===== config.mk =====
export PLATFORM = sky130hd
export DESIGN_NAME = io_tx_compressor
export DESIGN_NICKNAME = d
export VERILOG_FILES = /design/src/rtl/io_tx_compressor.sv
export SDC_FILE = /design/constraint.sdc
export NUM_CORES = 1
export LEC_CHECK = 0
export BUFFER_PORTS_ARGS = -buffer_cell sky130_fd_sc_hd__buf_2
export CAP_MARGIN = 5
export CORE_MARGIN = 4
export CORE_UTILIZATION = 50
export CTS_CLUSTER_DIAMETER = 40
export DETAILED_ROUTE_END_ITERATION = 10
export PLACE_DENSITY = 0.87
export SYNTH_ARGS = -nofsm -noshare
export SYNTH_HDL_FRONTEND = slang
export SYNTH_SLANG_ARGS = --single-unit

===== constraint.sdc =====
create_clock -name clk -period 2.6 [get_ports clk]
set_clock_uncertainty 0.1 [all_clocks]
set_input_delay 0.13 -clock clk [delete_from_list [all_inputs] [get_ports clk]]
set_output_delay 0.13 -clock clk [all_outputs]
set_load 0.02 [all_outputs]

===== src/rtl/io_tx_compressor.sv =====
// ============================================================================
//  Module      : io_tx_compressor
//  Description : Fetches words from RAM and emits them as run-length bytes,
//                scanning LSB first; runs never cross word boundaries.
//  Revision    : 1.0 - initial release
// ============================================================================
`default_nettype none

module io_tx_compressor #(
   parameter int N      = 32,
   parameter int ADDR_W = 20
) (
   input  logic              clk,
   input  logic              reset,
   input  logic              start,
   input  logic [ADDR_W-1:0] base_addr,
   input  logic [15:0]       word_count,
   output logic              mem_rd,
   output logic [ADDR_W-1:0] mem_addr,
   input  logic [N-1:0]      mem_data,
   output logic [7:0]        tx_data,
   output logic              tx_valid,
   input  logic              tx_ready,
   output logic              eob,
   output logic              busy,
   output logic              done
);

   localparam int C = $clog2(N) + 1;

   localparam logic [2:0] S_IDLE  = 3'd0;
   localparam logic [2:0] S_FETCH = 3'd1;
   localparam logic [2:0] S_WAIT  = 3'd2;
   localparam logic [2:0] S_SCAN  = 3'd3;
   localparam logic [2:0] S_SEND  = 3'd4;
   localparam logic [2:0] S_FIN   = 3'd5;

   localparam logic [C-1:0] c_last_idx = C'(N - 1);
   localparam logic [C-1:0] c_full     = C'(N);

   logic [2:0]        r_state;
   logic [2:0]        w_next_state;
   logic [ADDR_W-1:0] r_addr;
   logic [15:0]       r_words;
   logic [N-1:0]      r_shift;
   logic [C-1:0]      r_idx;
   logic [C-1:0]      r_run;
   logic [7:0]        r_tx_data;
   logic              r_eob;

   logic              w_run_end;
   logic              w_word_end;
   logic              w_last_word;
   logic [C-1:0]      w_run_len;

   // r_shift[0] is always the bit at r_idx; the word is shifted right as it is scanned
   assign w_run_end   = (r_idx == c_last_idx) || (r_shift[0] != r_shift[1]);
   assign w_word_end  = (r_idx == c_full);
   assign w_last_word = (r_words == 16'd1);
   assign w_run_len   = r_run + C'(1);

   always_ff @(posedge clk or posedge reset) begin
      if (reset) r_state <= S_IDLE;
      else       r_state <= w_next_state;
   end

   always_comb begin
      w_next_state = r_state;
      case (r_state)
         S_IDLE:  if (start) w_next_state = (word_count == 16'd0) ? S_FIN : S_FETCH;
         S_FETCH: w_next_state = S_WAIT;
         S_WAIT:  w_next_state = S_SCAN;
         S_SCAN:  if (w_run_end) w_next_state = S_SEND;
         S_SEND: begin
            if (tx_ready) begin
               if (!w_word_end)     w_next_state = S_SCAN;
               else if (w_last_word) w_next_state = S_FIN;
               else                  w_next_state = S_FETCH;
            end
         end
         S_FIN:   w_next_state = S_IDLE;
         default: w_next_state = S_IDLE;
      endcase
   end

   always_comb begin
      mem_rd   = 1'b0;
      tx_valid = 1'b0;
      busy     = 1'b1;
      done     = 1'b0;
      case (r_state)
         S_IDLE:  busy     = 1'b0;
         S_FETCH: mem_rd   = 1'b1;
         S_SEND:  tx_valid = 1'b1;
         S_FIN:   done     = 1'b1;
         default: ;
      endcase
   end

   assign mem_addr = r_addr;
   assign tx_data  = r_tx_data;
   assign eob      = r_eob && (r_state == S_SEND);

   always_ff @(posedge clk or posedge reset) begin
      if (reset) begin
         r_addr    <= '0;
         r_words   <= '0;
         r_shift   <= '0;
         r_idx     <= '0;
         r_run     <= '0;
         r_tx_data <= '0;
         r_eob     <= 1'b0;
      end else begin
         case (r_state)
            S_IDLE: begin
               if (start) begin
                  r_addr  <= base_addr;
                  r_words <= word_count;
               end
            end
            S_WAIT: begin
               r_shift <= mem_data;
               r_idx   <= '0;
               r_run   <= '0;
            end
            S_SCAN: begin
               r_shift <= r_shift >> 1;
               r_idx   <= r_idx + C'(1);
               if (w_run_end) begin
                  r_tx_data <= {r_shift[0], 7'd0} | 8'(w_run_len);
                  r_eob     <= (r_idx == c_last_idx) && w_last_word;
               end else begin
                  r_run <= w_run_len;
               end
            end
            S_SEND: begin
               if (tx_ready) begin
                  r_run <= '0;
                  if (w_word_end) begin
                     r_words <= r_words - 16'd1;
                     r_addr  <= r_addr + ADDR_W'(1);
                  end
               end
            end
            default: ;
         endcase
      end
   end

endmodule

`default_nettype wire


# Word-level counts from Yosys, hierarchy flattened
# Cells that the tools add are included.
classes:
  n_addsub: 4
  eq_ne: 14
  muxes: 24
  bitwise_logic: 1
  reduce_logical: 12
op_table:
  columns: ["operator", "count"]
  rows:
  - ["$pmux 32 s2", 1]
  - ["$mux 20", 3]
  - ["$mux 16", 3]
  - ["$pmux 20 s2", 1]
  - ["$pmux 16 s2", 1]
  - ["$add 20x1->20 const B", 1]
  - ["$mux 3", 6]
  - ["$pmux 6 s3", 1]
  - ["$eq 16x1->1 const B", 1]
  - ["$logic_not 16->1", 1]
  - ["$sub 16x1->16 const B", 1]
  - ["$pmux 3 s5", 1]
  - ["$add 6x1->6 const B", 2]
  - ["$mux 6", 2]
  - ["$pmux 6 s2", 1]
  - ["$ne 2x2->1 const B", 5]
  - ["$or 8x6->8", 1]
  - ["$eq 3x2->1 const B", 2]
  - ["$eq 3x3->1 const B", 2]
  - ["$eq 6x5->1 const B", 1]
  - ["$eq 6x6->1 const B", 1]
  - ["$reduce_and 3->1", 2]
  - ["$mux 1", 4]
  - ["$reduce_and 4->1", 1]
  - ["other kinds (8)", 10]
totals:
  reg_bits: 92
  in_bits: 72
  out_inout_bits: 33
  elab_cells: 63

# Depth between registers and ports, before layout
depth:
  ltp_word: 5
  ltp_mapped: 9
  ltp_nobuf: 7

# Least setup slack after synthesis
# OpenSTA, ideal clock, no wires.
synth_timing:
  kind: "register -> register"
  startpoint: "register r_words[0]"
  endpoint: "register r_words[14]"
  setup_ps: 121
  t_arrival_ps: 1766
  t_required_ps: 2379
  setup_slack_ps: 613
  path_stages_with_launch: 8
  n_path_buf: 0
  synth_period_minus_slack_ps: 1987
  path_cell_list: "dfrtp_1 -> inv_1 -> ha_1 -> or4b_4 -> nand2b_4 -> nor4_4 -> o21ai_1 -> o2bb2ai_2"
synth_via:
  elab_chain_cells: 4
synth_rtl:
  columns: ["element", "line", "text"]
  rows:
  - ["start, declared", "44", "logic [15:0] r_words;"]
  - ["start signal, assigned", "118", "r_words <= word_count;"]
  - ["start signal, assigned", "140", "r_words <= r_words - 16'd1;"]
  - ["$sub 16x1->16", "140", null]
  - ["$mux 16", "139", "if (w_word_end) begin"]
  - ["$mux 16", "137", "if (tx_ready) begin"]
  - ["$pmux 16 s2", "114", "case (r_state)"]
# Every way passes these cells. The select of a mux whose other input is x is not followed.
# A chain may end at the register's enable or synchronous reset.

# Worst setup path in the final report
layout_timing:
  startpoint: "register r_addr[0] (netlist: mem_addr[0])"
  endpoint: "register r_addr[14] (netlist: mem_addr[14])"
layout_via:
  elab_chain_cells: 4
layout_rtl:
  columns: ["element", "line", "text"]
  rows:
  - ["start, declared", "43", "logic [ADDR_W-1:0] r_addr;"]
  - ["start signal, assigned", "117", "r_addr <= base_addr;"]
  - ["start signal, assigned", "141", "r_addr <= r_addr + ADDR_W'(1);"]
  - ["$add 20x1->20", "141", null]
  - ["$mux 20", "139", null]
  - ["$mux 20", "137", null]
  - ["$pmux 20 s2", "114", null]
# Every way passes these cells. The select of a mux whose other input is x is not followed.

==> flow_summary.json <==
{
  "outcome": "finished clean",
  "synth.cell_area_sq_um": 5020,
  "wl_per_cell_microns": 15.9,
  "final_common_cell": "buf_2",
  "pwr_density_cell_nw_per_um2": 1090,
  "vias": 4665,
  "hpwlAfterDp_microns": 8550,
  "synth_nets": 633,
  "final_area_sq_um": 6270,
  "drtIter0Drc": 262,
  "postLayoutCoreUtil_pct": 64.1,
  "startpoint_type": "register",
  "rsz0062_at_grt": "no",
  "critPathArrivalTime_ns": 2.35,
  "placement_rows": 36,
  "die_y_microns": 108,
  "synth.avg_cell_area_sq_um": 9.04,
  "wl_microns": 13100,
  "crit_type": "register to register",
  "ir_drop_mv": 0.610,
  "core_area_sq_um": 9770,
  "drcViolationCount": 0,
  "io_pins": 105,
  "fin_crit_sh_pct": 83.7,
  "synthTopCellsByArea": "dfrtp_1, o21ai_0, mux2i_1",
  "clock_latency_ns": 0.36,
  "synth_edf_count": 0,
  "grt_start_max_net_pins": 75,
  "n_fill_cell": 818,
  "ant_nets": 0,
  "most-common-layout-cells": "buf_2, dfrtp_1, o21ai_0, nand2_1, a21oi_1",
  "setup_viol": 0,
  "hold_class": "input port to register",
  "htreeDepth": 3,
  "ys_ff_latch": 91,
  "netlist_instances": 555,
  "multiInputGateArea_sq_um": 2510,
  "grt_use_total_pct": 22.7,
  "grt_pass1_vias": 4504,
  "pre_cts_ws_ns": 0.434,
  "vias_per_cell": 5.66,
  "fin_crit_ns": 2.18,
  "synth_cell_type_count": 61,
  "synth_warnings": 0,
  "max_freq_mhz": 460,
  "regArea_sq_um": 2280,
  "place_congestion": 0.914,
  "clockRootBuffer": "clkbuf_8",
  "path_cells": "ha_1 -> and2_1 -> nor3b_1 -> nand2_1 -> a21oi_1 -> a2bb2oi_1",
  "post_cts_buffers": 0,
  "ys_async_sr_fraction_pct": 100,
  "n_antenna_cell": 0,
  "cts.path.max_buffers": 2,
  "die_width_microns": 108,
  "cts_num_sinks": 91,
  "dr.pass1.iters": 5,
  "p_leak_nw": 2.79,
  "hold_viol_final": 0,
  "crit_required_ns": 2.77,
  "cts-buffers-inserted": 9,
  "critical-path-slowest-cell": "nor3b_1",
  "cpPeakStageDelay_ns": 0.54,
  "yosysTopAreaCell": "dfrtp_1",
  "worstSetupEndpointType": "register",
  "start_util_pct": 51.3,
  "tightest_slew_ns": 0.726,
  "ys.flop_type": "dfrtp_1",
  "final-max-slew-violation-count": 0,
  "area_growth_pct": 24.9,
  "layout-drive-gt1-share_pct": 21.6,
  "setup_ws_ns": 0.424,
  "grt_pass1_wl_microns": 21400,
  "netlist.area_leader.share_pct": 45.4,
  "antenna_found_initial": 0,
  "critPathMaxFanout": 8,
  "nets": 765,
  "placed_area_sq_um": 5600,
  "dieArea_sq_um": 11700,
  "cts_tree": "built",
  "max_slew_margin_pct": 51.2,
  "cap_violations": 0,
  "overflow": 0,
  "yosysSeqAreaShare_pct": 45.4,
  "tns_ns": 0,
  "path_clk_slew_ns": 0.09,
  "port_buffers": 103
}
==> final cells by class <==
type,count,share of cell area (%)
repair buffers,159,17.0
clock buffers,10,2.04
multi-input cells,415,40.0
flip-flops and latches,91,36.4
clock inverters,5,1.26
well taps,133,2.66
inverters,11,0.679
==> kinds of logic (layout without fill, tap and decap cells) <==
| group | count (synthesis) | count (layout) | share of synthesized area (%) |
|---|---|---|---|
| AOI/OAI and AO/OA | 184 | 184 | 21.9 |
| xor gates and xnor gates | 4 | 4 | 0.699 |
| adders and majority gates | 6 | 6 | 1.50 |
| buffers and inverters | 49 | 185 | 4.61 |
| DFF | 91 | 91 | 45.4 |
| muxes | 36 | 36 | 7.23 |
| other | 1 | 1 | 0.0748 |
| and+or+nand+nor | 184 | 184 | 18.6 |
==> state kept, by name, summed over array words and instances (netlist names) <==
register / cells
r_run: 6
tx_data: 7
r_state: 3
r_eob: 1
r_idx: 6
r_words: 16
mem_addr: 20
r_shift: 32
==> stage by stage <==
step                hold WS [ns]  cells  power, W
floorplan                  0.175    555   0.00493
global placement           0.151    763   0.00556
detailed placement         0.151    763   0.00575
CTS                     0.000393    824   0.00683
global route              0.0151    824   0.00739
finish                   0.00825    824   0.00685
==> repair_timing <==
item / 4_1_cts / 5_1_grt
resized for setup: 0 / 0
hold buffers: 46 / 0
hold endpoints to repair: 81 / 0
==> power breakdown <==
part	switching, W	leakage, nW	total [W]	internal (W)
Clock	0.000494	0.106	0.00103	0.000535
Combinational	0.00187	1.57	0.00312	0.00124
Sequential	0.000644	1.11	0.00270	0.00206
Total	0.00301	2.79	0.00685	0.00384
==> synth_stat cells (8+ instances only) <==
cell type,number
a21oi_1,48
a2bb2oi_1,10
a31oi_1,8
buf_2,20
clkbuf_1,11
dfrtp_1,91
inv_1,11
mux2i_1,34
nand2_1,69
nand3_1,20
nor2_1,37
nor3_1,11
o21ai_0,80
==> worst max-delay path: cells and delay by family (launching register included) <==
kind,cells,cell delay [ns]
AND/OR/NAND/NOR,3,0.98
flip-flops,1,0.46
AO/OA/AOI/OAI,2,0.36
adder cells (fa/ha/maj),1,0.20
==> routing by layer <==
layer | vias to the layer above | GRT usage [%] | share of wire, %
li1 | 2261 | - | -
met1 | 2222 | 29.2 | 42
met2 | 161 | 39.2 | 50
met3 | 21 | 4.12 | 6.3
met4 | 0 | 6.94 | 1.3
met5 | - | 0 | 0
==> final timing paths <==
| path | end | cells past startpoint | slack, ns | start |
|---|---|---|---|---|
| setup / recovery | mem_addr[14]$_DFFE_PP0P_ | 6 | 0.42 | mem_addr[0]$_DFFE_PP0P_ |
| hold / removal | r_shift[28]$_DFFE_PP0P_ | 3 | 0.008 | mem_data[28] |
| setup reg to reg | mem_addr[14]$_DFFE_PP0P_ | 6 | 0.42 | mem_addr[0]$_DFFE_PP0P_ |
| hold reg to reg | r_shift[31]$_DFFE_PP0P_ | 2 | 0.39 | r_shift[31]$_DFFE_PP0P_ |
| max in group asynchronous | r_state[0]$_DFFE_PP0P_ | 4 | 1.38 | reset |
| min in group asynchronous | r_words[14]$_DFFE_PP0P_ | 3 | 0.29 | reset |
(Power assumes the default switching activity.)
